==> config.mk <==
export PLATFORM = sky130hd
export DESIGN_NAME = flit_injector
export DESIGN_NICKNAME = d
export VERILOG_FILES = /design/src/rtl/flit_injector_pkg.sv /design/src/rtl/flit_injector.sv
export SDC_FILE = /design/constraint.sdc
export NUM_CORES = 1
export LEC_CHECK = 0
export BUFFER_PORTS_ARGS = -buffer_cell sky130_fd_sc_hd__buf_2
export CORE_MARGIN = 3
export CORE_UTILIZATION = 40
export DETAILED_ROUTE_END_ITERATION = 8
export GPL_TIMING_DRIVEN = 0
export PLACE_DENSITY = 0.6
export SLEW_MARGIN = 0
export SYNTH_ARGS = -nofsm -noshare
export SYNTH_HDL_FRONTEND = slang
export SYNTH_SLANG_ARGS = --single-unit
==> constraint.sdc <==
create_clock -name clk -period 2.02 [get_ports clk]
set_clock_uncertainty 0.2 [all_clocks]
set_input_delay 0.303 -clock clk [delete_from_list [all_inputs] [get_ports clk]]
set_output_delay 0.303 -clock clk [all_outputs]
set_load 0.05 [all_outputs]
==> src/rtl/flit_injector_pkg.sv <==
// Shared NoC definitions for the injector and spidergon nodes:
// flit type codes, head/tail flit count and injector FSM encoding.
package flit_injector_pkg;

  localparam logic [1:0] FT_TAIL     = 2'b00;
  localparam logic [1:0] FT_HEAD     = 2'b01;
  localparam logic [1:0] FT_BODY     = 2'b10;
  localparam logic [1:0] FT_HDR_ONLY = 2'b11;

  localparam int HEAD_TAIL = 2;

  typedef enum logic [1:0] {
    IDLE = 2'd0,
    HEAD = 2'd1,
    BODY = 2'd2,
    TAIL = 2'd3
  } inj_state_e;

endpackage

==> src/rtl/flit_injector.sv <==
// Packet-to-flit injector: turns one descriptor into head/body/tail
// flits on a valid/ready link into a router input VC.
module flit_injector
  import flit_injector_pkg::*;
#(
  parameter int NUM_OF_NODES    = 8,
  parameter int FLIT_DATA_WIDTH = 16,
  parameter int NODE_ID         = 0,
  parameter int MAX_LEN         = 7
) (
  input  logic                              clk,
  input  logic                              reset,
  input  logic                              pkt_valid,
  output logic                              pkt_ready,
  input  logic [$clog2(NUM_OF_NODES)-1:0]   pkt_dest,
  input  logic [2:0]                        pkt_len,
  output logic [FLIT_DATA_WIDTH+1:0]        flit_out,
  output logic                              flit_valid,
  input  logic                              flit_ready,
  output logic                              pkt_done,
  output logic                              err_self,
  output logic [7:0]                        pkt_seq
);

  localparam int DW = $clog2(NUM_OF_NODES);
  localparam int FW = FLIT_DATA_WIDTH;
  localparam logic [DW-1:0] SELF = DW'(NODE_ID);
  localparam logic [2:0]    LMAX = 3'(MAX_LEN);
  localparam logic [3:0]    SRC  = 4'(NODE_ID);

  inj_state_e    state_q;
  logic [2:0]    len_q;
  logic [2:0]    idx_q;
  logic [FW+1:0] flit_q;
  logic          valid_q;
  logic          done_q;
  logic          err_q;
  logic [7:0]    seq_q;

  logic          xfer;
  logic          last;
  logic          to_tail;
  logic [2:0]    len_sat;
  logic [2:0]    idx_d;
  logic [FW-1:0] head_data;
  logic [FW-1:0] hdr_data;
  logic [FW-1:0] pay_data;

  always_comb begin
    xfer      = valid_q & flit_ready;
    last      = (state_q == TAIL) || (len_q == 3'd0);
    len_sat   = (pkt_len > LMAX) ? LMAX : pkt_len;
    idx_d     = idx_q + 3'd1;
    to_tail   = (idx_d == len_q);
    head_data = FW'({SRC, 4'(pkt_dest)});
    hdr_data  = FW'(pkt_dest);
    pay_data  = FW'({seq_q[3:0], 1'b0, idx_d});
  end

  // The flit register holds the presented flit until it transfers,
  // so a stalled link sees a stable flit_out for free.
  always_ff @(posedge clk or posedge reset) begin
    if (reset) begin
      state_q <= IDLE;
      len_q   <= '0;
      idx_q   <= '0;
      flit_q  <= '0;
      valid_q <= 1'b0;
      done_q  <= 1'b0;
      err_q   <= 1'b0;
      seq_q   <= '0;
    end else begin
      done_q <= 1'b0;
      err_q  <= 1'b0;
      unique case (state_q)
        IDLE: begin
          if (pkt_valid) begin
            if (pkt_dest == SELF) begin
              err_q <= 1'b1;
            end else begin
              len_q   <= len_sat;
              idx_q   <= '0;
              valid_q <= 1'b1;
              state_q <= HEAD;
              flit_q  <= (len_sat == 3'd0) ?
                         {FT_HDR_ONLY, hdr_data} :
                         {FT_HEAD, head_data};
            end
          end
        end
        default: begin
          if (xfer) begin
            if (last) begin
              valid_q <= 1'b0;
              flit_q  <= '0;
              done_q  <= 1'b1;
              seq_q   <= seq_q + 8'd1;
              state_q <= IDLE;
            end else begin
              idx_q   <= idx_d;
              state_q <= to_tail ? TAIL : BODY;
              flit_q  <= {to_tail ? FT_TAIL : FT_BODY, pay_data};
            end
          end
        end
      endcase
    end
  end

  assign pkt_ready  = (state_q == IDLE) && !reset;
  assign flit_out   = flit_q;
  assign flit_valid = valid_q;
  assign pkt_done   = done_q;
  assign err_self   = err_q;
  assign pkt_seq    = seq_q;

endmodule
# After elaboration in Yosys (flattened, before gate mapping)
# Index checks and enable logic that the tools add are counted.
# word_totals
in_bits	10
elab_cells	63
out_inout_bits	30
regBits	37
# classes
n_reduce_logical	14
n_eq_ne	5
magnitude_cmp	1
muxes	30
addsub	2
bitwise	3
# ops
op	n
two-way mux 18 bit	6
two-way mux 3 bit	6
two-way mux 1 bit	12
two-way mux 2 bit	6
logical NOT 3 bit	3
AND reduction 3 bit	3
adder 8 x 1 -> 8 bit (second input constant)	1
AND reduction 4 bit	2
inequality test 2 bit (second input constant)	2
nonzero test 2 bit	2
adder 3 x 1 -> 3 bit (second input constant)	1
== test 3 bit	1
> comparator 3 bit (second input constant)	1
== test 2 bit (second input constant)	1
logical NOT 2 bit	1
inequality test 2 x 1 -> 1 bit (second input constant)	1
NOT 1 bit	2
bitwise AND 1 bit	1
logical AND 1 bit	1
logical NOT 1 bit	1
logical OR 1 bit	1

# Longest topological paths before layout
# Gate-level depths: netlist of run 1.
# depth
ltp_word	7
depth_mapped	6
ltp_nobuf	5

# Worst setup path before layout of run 1
# No wires, ideal clock.
# synth_timing
path_type	register to output
start	register state_q[0]
end	output port pkt_ready
path_stages_with_launch	3
path_slack_ps	-212
t_required_ps	1517
t_arrival_ps	1729
n_path_buf	1
cell_sequence	dfrtp_1 > buf_2 > nor3_1
# synth_via
elab_chain_len	2
# synth_rtl
element	line	source
from (decl)	flit_injector.sv:31	inj_state_e state_q;
from (signal assigned)	flit_injector.sv:101	state_q <= to_tail ? TAIL : BODY;
logical NOT 2 bit	flit_injector.sv:110	assign pkt_ready = (state_q == IDLE) && !reset;
logical AND 1 bit	flit_injector.sv:110	
to (decl)	flit_injector.sv:14	output logic pkt_ready,
# No other way between the ends.

# Final worst setup path of run 1
# Ends and elaborated chain as after synthesis.

==> key figures, run 1 <==
Outcome
  • Outcome: complete, no violations

Placement
  • Post-DP Area: 1709 um2
  • IO buf count: 30
  • Routability cong.: just under 0.8
  • Hpwl dp: around 2.3 mm

STA
  • Final hold viol count: 0
  • Slew Limit Fails: 0
  • Max-slew headroom: 31.64%
  • Final number of setup-violating endpoints: 0
  • Setup TNS: 0 ns
  • Max Clock Freq: roughly 520 MHz
  • Worst-Margin Slew: slightly above 1 ns
  • Post-layout min period: 1.920 ns
  • Fin crit share: a little over nine tenths
  • RSZ-0062 raised after global routing: no

Die
  • IO Count: 40
  • Die height: about 67 um
  • Num rows: 21
  • Core Footprint: about 3400 um2
  • Die area: between 4000 and 5000 um2
  • Starting Density: a little over two fifths
  • Die W: 66.55 um

Synth
  • Mapped Area: 1466 um2
  • Post-Syn Instances: 129
  • Unique cell type count in the Yosys netlist: between 40 and 50
  • Post-synthesis sequential area ratio: 47.78%
  • FF+latch count, synth: 28
  • Syn. warnings: 0
  • Syn_area_per_cell: about 11 um2

CTS
  • H-tree depth: 1
  • Clock sinks: 28
  • Clk root buf: clkbuf_8
  • Worst skew pair latency: about 0.27 ns
  • CTS tree: built
  • Worst-path clk slew: ~0.090 ns
  • Post-CTS Setup Inserts: 0
  • CTS buffer count: 3
  • Clk buf depth: 2
  • Hold_buf cts: 0

Critical path
  • Crit-path max FO: 10
  • CP Class: flop to primary output
  • CP Launch Type: flop
  • R2R Setup Slk: between 0.1 and 0.15 ns
  • Worst Setup End Kind: primary output
  • Worst Path Arrival: between 1 and 1.5 ns
  • CP required: between 1.5 and 2 ns

Finish
  • Commonest non-fill, non-tap cell in the layout: buf_2
  • Final Instance Area: approximately 1800 um2
  • Layout Nets: 184
  • Layout area overhead: 21.59%
  • Fraction of layout cells with a size suffix above 1: a little over a third
  • Most frequent cells in the layout: 32 x buf_2, 28 x dfrtp_1, 12 x nand2_1, 10 x buf_4, 9 x conb_1
  • Diodes inserted: 0
  • Filler cell count: approximately 340

Run
  • Max_cap viols: 0

Route
  • DRC: 0
  • Routed wire per std cell: approximately 14 um
  • Drt pass-1 iters: 4
  • ANT nets after route: 0
  • M1 WL: around 1.4 mm
  • Routed wl met3: about 150 um
  • Initial drt markers: 42
  • Via count: between 1000 and 1500
  • DR WL met2: between 1 and 1.5 mm
  • Via density per instance: approximately 5.1
  • Routed Wire Length: 2.955 mm
  • Highest routed metal layer: met4

Global routing
  • First-pass GRT wire length: about 4.9 mm
  • Grt ovf: 0
  • Initial antenna violation count: 0
  • Vias in the first global route: a little over 1000
  • Total GRT Usage: 14.50%
  • Largest net degree at the start of global routing: 29

Power and ir drop
  • LEAKAGE: around 0.9 nW
  • PwrDens: between 1500 and 2000 nW/um2
  • Max VDD drop: a little under 700 uV

Worst hold path
  • Hold WC Path Type: input pin to flop
[metal layers]
layer,track usage [%],vias to the layer above
met2,22.40,35
met1,20.74,527
met3,2.192,2
li1,-,537
met4,4.569,0
met5,0,-
[synthesized netlist by cell type]
cell type   n  area, um2
dfrtp_1    28      700.7
nand2_1    12      45.04
buf_4      10      75.07
xnor2_1     7      61.31
nand3_1     6      30.03
nor3_1      5      25.02
a22o_1      4      35.03
nor2_1      4      15.01
o21ai_0     4      20.02
mux2_2      3      33.78
nand4_1     3      18.77
or3_1       3      18.77
xor2_1      3      26.28
a21o_1      2      15.01
a221o_1     2      20.02
and3_1      2      12.51
buf_2       2      10.01
ha_1        2      25.02
inv_1       2      7.510
nor3_4      2      32.53
o211ai_1    2      15.01
a211oi_1    1      7.510
a21boi_2    1      11.26
a21oi_1     1      5.000
a221oi_2    1      15.01
a31oi_1     1      6.260
a41oi_1     1      8.760
conb_1      1      3.750
inv_2       1      3.750
maj3_1      1      10.01
nor2_2      1      6.260
nor3b_1     1      7.510
nor4_1      1      6.260
o211a_1     1      10.01
o211ai_4    1      21.27
o21a_1      1      7.510
o21ai_4     1      16.27
o21bai_4    1      18.77
o311ai_0    1      8.760
or3b_4      1      11.26
xnor2_2     1      16.27
xnor3_1     1      22.52
[final timing paths]
path	startpoint	to	cells after the start
hold reg to reg	flit_out[16]$_DFFE_PP0P_	flit_out[16]$_DFFE_PP0P_	1
min in group asynchronous	reset	idx_q[0]$_DFFE_PP0P_	2
max in group asynchronous	reset	len_q[2]$_DFFE_PP0P_	2
setup reg to reg	state_q[1]$_DFFE_PP0P_	flit_out[1]$_DFFE_PP0P_	5
hold / removal	pkt_len[0]	len_q[0]$_DFFE_PP0P_	2
setup / recovery	state_q[0]$_DFFE_PP0P_	pkt_ready	3
[flip-flops by register name, indices dropped and copies added (netlist names)]
register    flops
pkt_seq         8
flit_out        9
len_q           3
idx_q           3
pkt_done        1
flit_valid      1
state_q         2
err_self        1
[kinds of logic (layout without fill, tap and decap cells)]
family / count (synthesis) / after routing / share of synthesized area [%]
and+or+nand+nor: 41 / 41 / 15.61
buffers and inverters: 15 / 49 / 6.570
muxes: 3 / 3 / 2.304
AOI/OAI and AO/OA: 26 / 26 / 16.47
DFF: 28 / 28 / 47.78
xor gates and xnor gates: 12 / 12 / 8.618
other: 1 / 9 / 0.2557
adders and majority gates: 3 / 3 / 2.389
[what timing repair did]
item / in CTS / in global routing
gates cloned: 0 / 0
gates resized for setup: 1 / 1
endpoints found under the setup margin: 1 / 1
pin swaps: 0 / 0
[area by class of cell]
class / instances / area, um2 / share of cell area, %
tap: 46 / 57.56 / 3.228
clock buffer: 3 / 41.29 / 2.316
clock inverter: 1 / 30.03 / 1.684
multi-input combinational: 94 / 706.9 / 39.65
timing repair buffer: 30 / 150.1 / 8.421
sequential: 28 / 700.7 / 39.30
inverter: 3 / 11.26 / 0.6316
buffer: 12 / 85.08 / 4.772
[worst max-delay path, cell delays in order (launching register included)]
cell and delay (ns):
dfrtp_1 0.49, buf_2 0.23, nor3_2 0.15, buf_2 0.28
[where the power goes]
group	total (mW)	internal, mW	switching [mW]
clock network	0.433	0.265	0.168
logic	1.63	0.554	1.07
registers	0.986	0.761	0.225
total	3.05	1.58	1.47
[through the flow]
stage               cells  total power [mW]  hold WS [ns]  utilization (%)  setup WS, ns
floorplan             137             2.279        0.1684                -        0.1665
global placement      213             2.605        0.2586            49.65       0.03812
detailed placement    213             2.628        0.2621            49.65       0.01616
CTS                   217             3.076       0.07534            51.80       0.08257
global route          217             3.242       0.07566            51.80       0.01603
finish                217             3.048       0.07887            51.80        0.1005
(Power assumes the default switching activity.)
==> inputs of run 2 (changes only) <==
==> constraint.sdc (replaced) <==
create_clock -name clk -period 2.02 [get_ports clk]
set_clock_uncertainty 0.2 [all_clocks]
set_input_delay 0.404 -clock clk [delete_from_list [all_inputs] [get_ports clk]]
set_output_delay 0.404 -clock clk [all_outputs]
set_load 0.05 [all_outputs]
==> run 2 against run 1 <==
Compared with the run above: sequential share of layout area barely moved; largest power group unchanged; clock-buffer cell count did not move; combinational power barely moved; utilization rose by 0.11 points; first-iteration DRC count fell by 12%; critical path depth did not move; clock power barely moved; wire length rose by 0.34%; non-clock buffer count did not move; worst setup slack got worse by 0.011 ns; global-route usage did not move.
==> key figures, run 2 (same netlist as run 1, synthesis figures left out) <==
Die
  • Starting Density: 42.60% (unchanged)
  • Num rows: 21 (unchanged)
  • Die area: 4428 um2 (unchanged)
  • IO Count: 40 (unchanged)
  • Core Footprint: 3442 um2 (unchanged)
  • Die W: 66.55 um (unchanged)
  • Die height: 66.55 um (unchanged)

Global routing
  • First-pass GRT wire length: 4.912 mm (unchanged)
  • Grt ovf: 0 (unchanged)
  • Vias in the first global route: 1035 (unchanged)
  • Initial antenna violation count: 0 (unchanged)
  • Total GRT Usage: 14.50% (unchanged)
  • Largest net degree at the start of global routing: 29 (unchanged)

CTS
  • Worst-path clk slew: 0.09 ns (about the same)
  • Post-CTS Setup Inserts: 0 (unchanged)
  • Clk root buf: clkbuf_8
  • CTS tree: built
  • Clk buf depth: 2 (unchanged)
  • Worst skew pair latency: 0.27 ns (about the same)
  • Clock sinks: 28 (unchanged)
  • CTS buffer count: 3 (unchanged)
  • H-tree depth: 1 (unchanged)

Route
  • Via density per instance: 5.120 (+0.91%)
  • Routed wire per std cell: 13.66 um (+0.34%)
  • Initial drt markers: 37 (-12%)
  • Highest routed metal layer: met4
  • M1 WL: 1.363 mm (-1.4%)
  • Via count: 1111 (+0.91%)
  • DRC: 0 (unchanged)
  • Drt pass-1 iters: 4 (unchanged)
  • Routed Wire Length: 2.965 mm (+0.34%)
  • DR WL met2: 1.427 mm (+1.9%)
  • ANT nets after route: 0 (unchanged)
  • Routed wl met3: 158 um (+2.6%)

Critical path
  • CP Class: flop to primary output
  • Worst Setup End Kind: primary output
  • Worst reg2reg startpoint: state_q[1]$_DFFE_PP0P_
  • Crit-path max FO: 10 (unchanged)
  • Worst Path Arrival: 1.33 ns (-0.09 ns)
  • Total number of cells along the worst setup path: 3 (unchanged)
  • R2R depth: 5 (unchanged)
  • Slowest cell on crit path: dfrtp_2
  • CP Launch Type: flop
  • CP bufs+invs: 2 (unchanged)
  • R2R Setup Slk: 0.13 ns (about the same)
  • CP required: 1.42 ns (-0.10 ns)
  • R2R Path End: flit_out[1]$_DFFE_PP0P_
  • CP peak stage delay: 0.48 ns (about the same)
  • Delay-heaviest family, CP: flip-flops
  • Worst-path cell chain: buf_2 -> nor3_2 -> buf_4

Power and ir drop
  • PwrDens: 1709 nW/um2 (about the same)
  • LEAKAGE: 0.8855 nW (about the same)
  • Max VDD drop: 676.1 uV (about the same)

Finish
  • Diodes inserted: 0 (unchanged)
  • Layout Nets: 184 (unchanged)
  • Multi-input logic area: 706.9 um2 (unchanged)
  • Commonest non-fill, non-tap cell in the layout: buf_2
  • Final Instance Area: 1787 um2 (+0.21%)
  • Reg area: 701.9 um2 (+0.18%)
  • Fraction of layout cells with a size suffix above 1: 36.84% (+0.58 points)
  • Most frequent cells in the layout: 31 x buf_2, 27 x dfrtp_1, 12 x nand2_1, 11 x buf_4, 9 x conb_1
  • Layout area overhead: 21.84%
  • Core Util, Final: 51.91% (+0.11 points)
  • Max FFs per register: 9 (unchanged)
  • Filler cell count: 340 (+0.29%)

STA
  • RSZ-0062 raised after global routing: no
  • Setup TNS: 0 ns (unchanged)
  • Max Clock Freq: 518.0 MHz (-0.56%)
  • Max-slew headroom: 31.61% (about the same)
  • Final number of setup-violating endpoints: 0 (unchanged)
  • Slew Limit Fails: 0 (unchanged)
  • Final hold viol count: 0 (unchanged)
  • Post-layout min period: 1.930 ns (+0.01085 ns)
  • Worst-Margin Slew: 1.025 ns (+0.0003637 ns)
  • WHS: 0.1804 ns (+0.1015 ns)
  • Fin crit share: 95.56% (+0.54 points)

Placement
  • Hpwl dp: 2.252 mm (unchanged)
  • Routability cong.: 0.7954 (unchanged)
  • Post-DP Area: 1709 um2 (unchanged)
  • IO buf count: 30 (unchanged)

Run
  • Max_cap viols: 0 (unchanged)

Worst hold path
  • Hold Path End: len_q[0]$_DFFE_PP0P_
  • Hold path start: pkt_len[0]
  • Hold path depth: 2 (unchanged)
  • Hold WC Path Type: input pin to flop

Outcome
  • Outcome: complete, no violations
-- run 2: cell counts in the layout (fill, tap and decap cells not counted) --
No cell type changed its count.
-- run 2: how the worst max path moves through the flow --
| stage | start | slack (ns) | endpoint |
|---|---|---|---|
| 6_report | state_q[0]$_DFFE_PP0P_ | 0.09 | pkt_ready |
| 5_1_grt | len_q[2]$_DFFE_PP0P_ | 0.02 | pkt_seq[7]$_DFFE_PP0P_ |
| 4_1_cts | state_q[0]$_DFFE_PP0P_ | 0.05 | pkt_ready |
| 3_5_place_dp | state_q[0]$_DFFE_PP0P_ | 0.02 | len_q[2]$_DFFE_PP0P_ |
| 3_3_place_gp | state_q[0]$_DFFE_PP0P_ | 0.04 | len_q[1]$_DFFE_PP0P_ |
| 2_1_floorplan | state_q[0]$_DFFE_PP0P_ | 0.11 | pkt_ready |
-- run 2: worst register-to-register path, cell delays in order, from the launching register on --
cell	delay (ns)
dfrtp_1	0.44
buf_4	0.21
nor3b_1	0.32
a21boi_2	0.11
buf_2	0.20
a221o_1	0.31
-- run 2: area by class of cell --
type	count	area share, %
clock buffer	3	2.311
sequential	28	39.29
clock inverter	1	1.681
timing repair buffer	30	8.543
tap	46	3.221
multi-input combinational	94	39.57
inverter	3	0.6303
buffer	12	4.762
-- run 2: where the power goes --
| group | internal, mW | switching [mW] | total [mW] |
|---|---|---|---|
| combinational | 0.558 | 1.07 | 1.63 |
| clock | 0.265 | 0.167 | 0.432 |
| sequential | 0.763 | 0.225 | 0.989 |
-- run 2: timing repair --
item,4_1_cts,5_1_grt
hold buffers,0,0
endpoints found under the setup margin,2,2
gates resized for setup,2,2
-- run 2: routing by layer --
| layer | up-vias | track usage [%] |
|---|---|---|
| li1 | 537 | - |
| met1 | 540 | 20.74 |
| met2 | 32 | 22.40 |
| met3 | 2 | 2.192 |
| met4 | 0 | 4.569 |
| met5 | - | 0 |
-- run 2: per-stage QoR --
step                      std cells  total power, mW  setup WS, ns
after floorplan                 137            2.279        0.1148
after global placement          213            2.605       0.03812
after detailed placement        213            2.628       0.01616
after CTS                       217            3.080       0.04850
after global routing            217            3.249       0.01603
final                           217            3.054       0.08963
==> inputs of run 3 (changes only) <==
--- a/config.mk
+++ b/config.mk
@@ -6,7 +6,7 @@
 export NUM_CORES = 1
 export LEC_CHECK = 0
 export BUFFER_PORTS_ARGS = -buffer_cell sky130_fd_sc_hd__buf_2
-export CORE_MARGIN = 3
+export CORE_MARGIN = 10
 export CORE_UTILIZATION = 40
 export DETAILED_ROUTE_END_ITERATION = 8
 export GPL_TIMING_DRIVEN = 0
==> run 3 against run 2 <==
Compared with the run above: combinational power about the same; clock power up 4%; sequential cell count unchanged; critical path type unchanged.
==> key figures, run 3 (same netlist as run 1, synthesis figures left out) <==
Outcome
  • Outcome: complete, no violations

Route
  • Initial drt markers: 62 (+68%)
  • Routed wire per std cell: 15.02 um (+9.9%)
  • DRC: 0 (unchanged)
  • Via count: 1091 (-1.8%)
  • Via density per instance: 5.028 (-1.8%)
  • ANT nets after route: 0 (unchanged)
  • Routed Wire Length: 3.260 mm (+9.9%)
  • Drt pass-1 iters: 4 (unchanged)

Power and ir drop
  • Max VDD drop: 832.3 uV (+23%)
  • Total Power: 3.076 mW (+0.71%)
  • P_int: 1.585 mW (about the same)
  • Switch Pwr: 1.491 mW (+1.6%)
  • PwrDens: 1721 nW/um2 (+0.71%)
  • Clk pwr share: 14.6% (+0.4 points)
  • Sw Ratio: 48.47% (+0.41 points)
  • Logic gate share of total power: 53.2% (-0.3 points)
  • LEAKAGE: 0.8852 nW (about the same)
  • Part of the power in registers: 32.2% (-0.2 points)

Global routing
  • Initial antenna violation count: 0 (unchanged)
  • Total GRT Usage: 10.15% (-4.4 points)
  • First-pass GRT wire length: 5.354 mm (+9.0%)
  • Grt ovf: 0 (unchanged)
  • Largest net degree at the start of global routing: 29 (unchanged)
  • Vias in the first global route: 1137 (+9.9%)

Die
  • Die area: 6488 um2 (+47%)
  • Core Footprint: 3442 um2 (unchanged)
  • IO Count: 40 (unchanged)
  • Num rows: 21 (unchanged)
  • Die height: 80.55 um (+21%)
  • Starting Density: 42.60% (unchanged)
  • Die W: 80.55 um (+21%)

Worst hold path
  • Hold WC Path Type: input pin to flop

Finish
  • Finished Layout Cells: 217 (unchanged)
  • Filler cell count: 325 (-4.4%)
  • Final Instance Area: 1787 um2 (unchanged)
  • Layout area overhead: 21.84% (unchanged)
  • Max FFs per register: 9 (unchanged)
  • Core Util, Final: 51.91% (unchanged)
  • Multi-input logic area: 706.9 um2 (unchanged)
  • Diodes inserted: 0 (unchanged)
  • Commonest non-fill, non-tap cell in the layout: buf_2
  • Reg area: 701.9 um2 (unchanged)
  • Fraction of layout cells with a size suffix above 1: 36.84% (unchanged)
  • Most frequent cells in the layout: 31 x buf_2, 27 x dfrtp_1, 12 x nand2_1, 11 x buf_4, 9 x conb_1
  • Layout Nets: 184 (unchanged)

Critical path
  • Slowest cell on crit path: dfrtp_2
  • CP peak stage delay: 0.48 ns (about the same)
  • CP Launch Type: flop
  • Worst-path cell chain: buf_2 -> nor3_2 -> buf_4
  • R2R Setup Slk: 0.12 ns (about the same)
  • Worst Path Arrival: 1.34 ns (about the same)
  • Crit-path max FO: 10 (unchanged)
  • CP required: 1.42 ns (about the same)
  • Worst Setup End Kind: primary output
  • CP bufs+invs: 2 (unchanged)
  • CP Class: flop to primary output
  • Delay-heaviest family, CP: flip-flops

CTS
  • H-tree depth: 1 (unchanged)
  • Clock sinks: 28 (unchanged)
  • CTS tree: built
  • Clk root buf: clkbuf_8
  • Worst-path clk slew: 0.10 ns (about the same)
  • Clk buf depth: 2 (unchanged)
  • Hold_buf cts: 0 (unchanged)
  • Post-CTS Setup Inserts: 0 (unchanged)
  • Worst skew pair latency: 0.28 ns (about the same)
  • Post-cts repair resize count: 2 (unchanged)
  • CTS buffer count: 3 (unchanged)

STA
  • Final hold viol count: 0 (unchanged)
  • Max Clock Freq: 515.1 MHz (-0.56%)
  • Fin crit share: 96.10% (+0.54 points)
  • Setup ws final: 0.07869 ns (-0.01095 ns)
  • WHS: 0.1621 ns (-0.01835 ns)
  • Final number of setup-violating endpoints: 0 (unchanged)
  • Slew Limit Fails: 0 (unchanged)
  • Setup TNS: 0 ns (unchanged)
  • Post-layout min period: 1.941 ns (+0.01095 ns)
  • Worst-Margin Slew: 1.071 ns (+0.04615 ns)
  • RSZ-0062 raised after global routing: no
  • Max-slew headroom: 28.53% (-3.1 points)

Run
  • Max_cap viols: 0 (unchanged)

Placement
  • Setup slack at placement: 0.01159 ns (-0.004570 ns)
  • # placed instances: 213 (unchanged)
  • IO buf count: 30 (unchanged)
  • Hpwl dp: 2.489 mm (+11%)
  • Routability cong.: 0.7481 (-5.9%)
  • Post-DP Area: 1709 um2 (unchanged)
run 3: final cells by class:
cell class | count | share of cell area [%]
clock inverter | 1 | 1.681
multi-input combinational | 94 | 39.57
inverter | 3 | 0.6303
clock buffer | 3 | 2.311
timing repair buffer | 30 | 8.543
sequential | 28 | 39.29
tap | 46 | 3.221
buffer | 12 | 4.762
run 3: final timing paths:
check                                  startpoint                      end  cells past startpoint
min in group asynchronous                   reset  flit_out[1]$_DFFE_PP0P_                      2
setup / recovery           state_q[0]$_DFFE_PP0P_                pkt_ready                      3
hold / removal                         pkt_len[2]     len_q[2]$_DFFE_PP0P_                      2
setup reg to reg             idx_q[0]$_DFFE_PP0P_   state_q[0]$_DFFE_PP0P_                      5
hold reg to reg            pkt_seq[7]$_DFFE_PP0P_   pkt_seq[7]$_DFFE_PP0P_                      1
max in group asynchronous                   reset   state_q[0]$_DFFE_PP0P_                      2
run 3: per-layer routing:
metal / part of all wire [%] / GRT usage, % / up-vias
li1: - / - / 532
met1: 45 / 12.46 / 515
met2: 45 / 16.00 / 40
met3: 9.9 / 3.786 / 4
met4: 0.74 / 3.169 / 0
met5: 0 / 0 / -
run 3: power by group through the flow:
stage | Clock (mW) | Sequential [mW] | Combinational, mW
after floorplan | 0 | 1.39 | 0.889
after global routing | 0.482 | 1.02 | 1.76
final | 0.450 | 0.989 | 1.64
after CTS | 0.460 | 0.990 | 1.65
after global placement | 0 | 0.989 | 1.63
after detailed placement | 0 | 1.00 | 1.64
run 3: worst register-to-register path: cells and delay by family (launching register included):
kind | cells | cell delay, ns
compound gates | 2 | 0.52
xor+xnor | 1 | 0.15
fa+ha+maj | 1 | 0.38
simple gates | 1 | 0.14
flops | 1 | 0.46
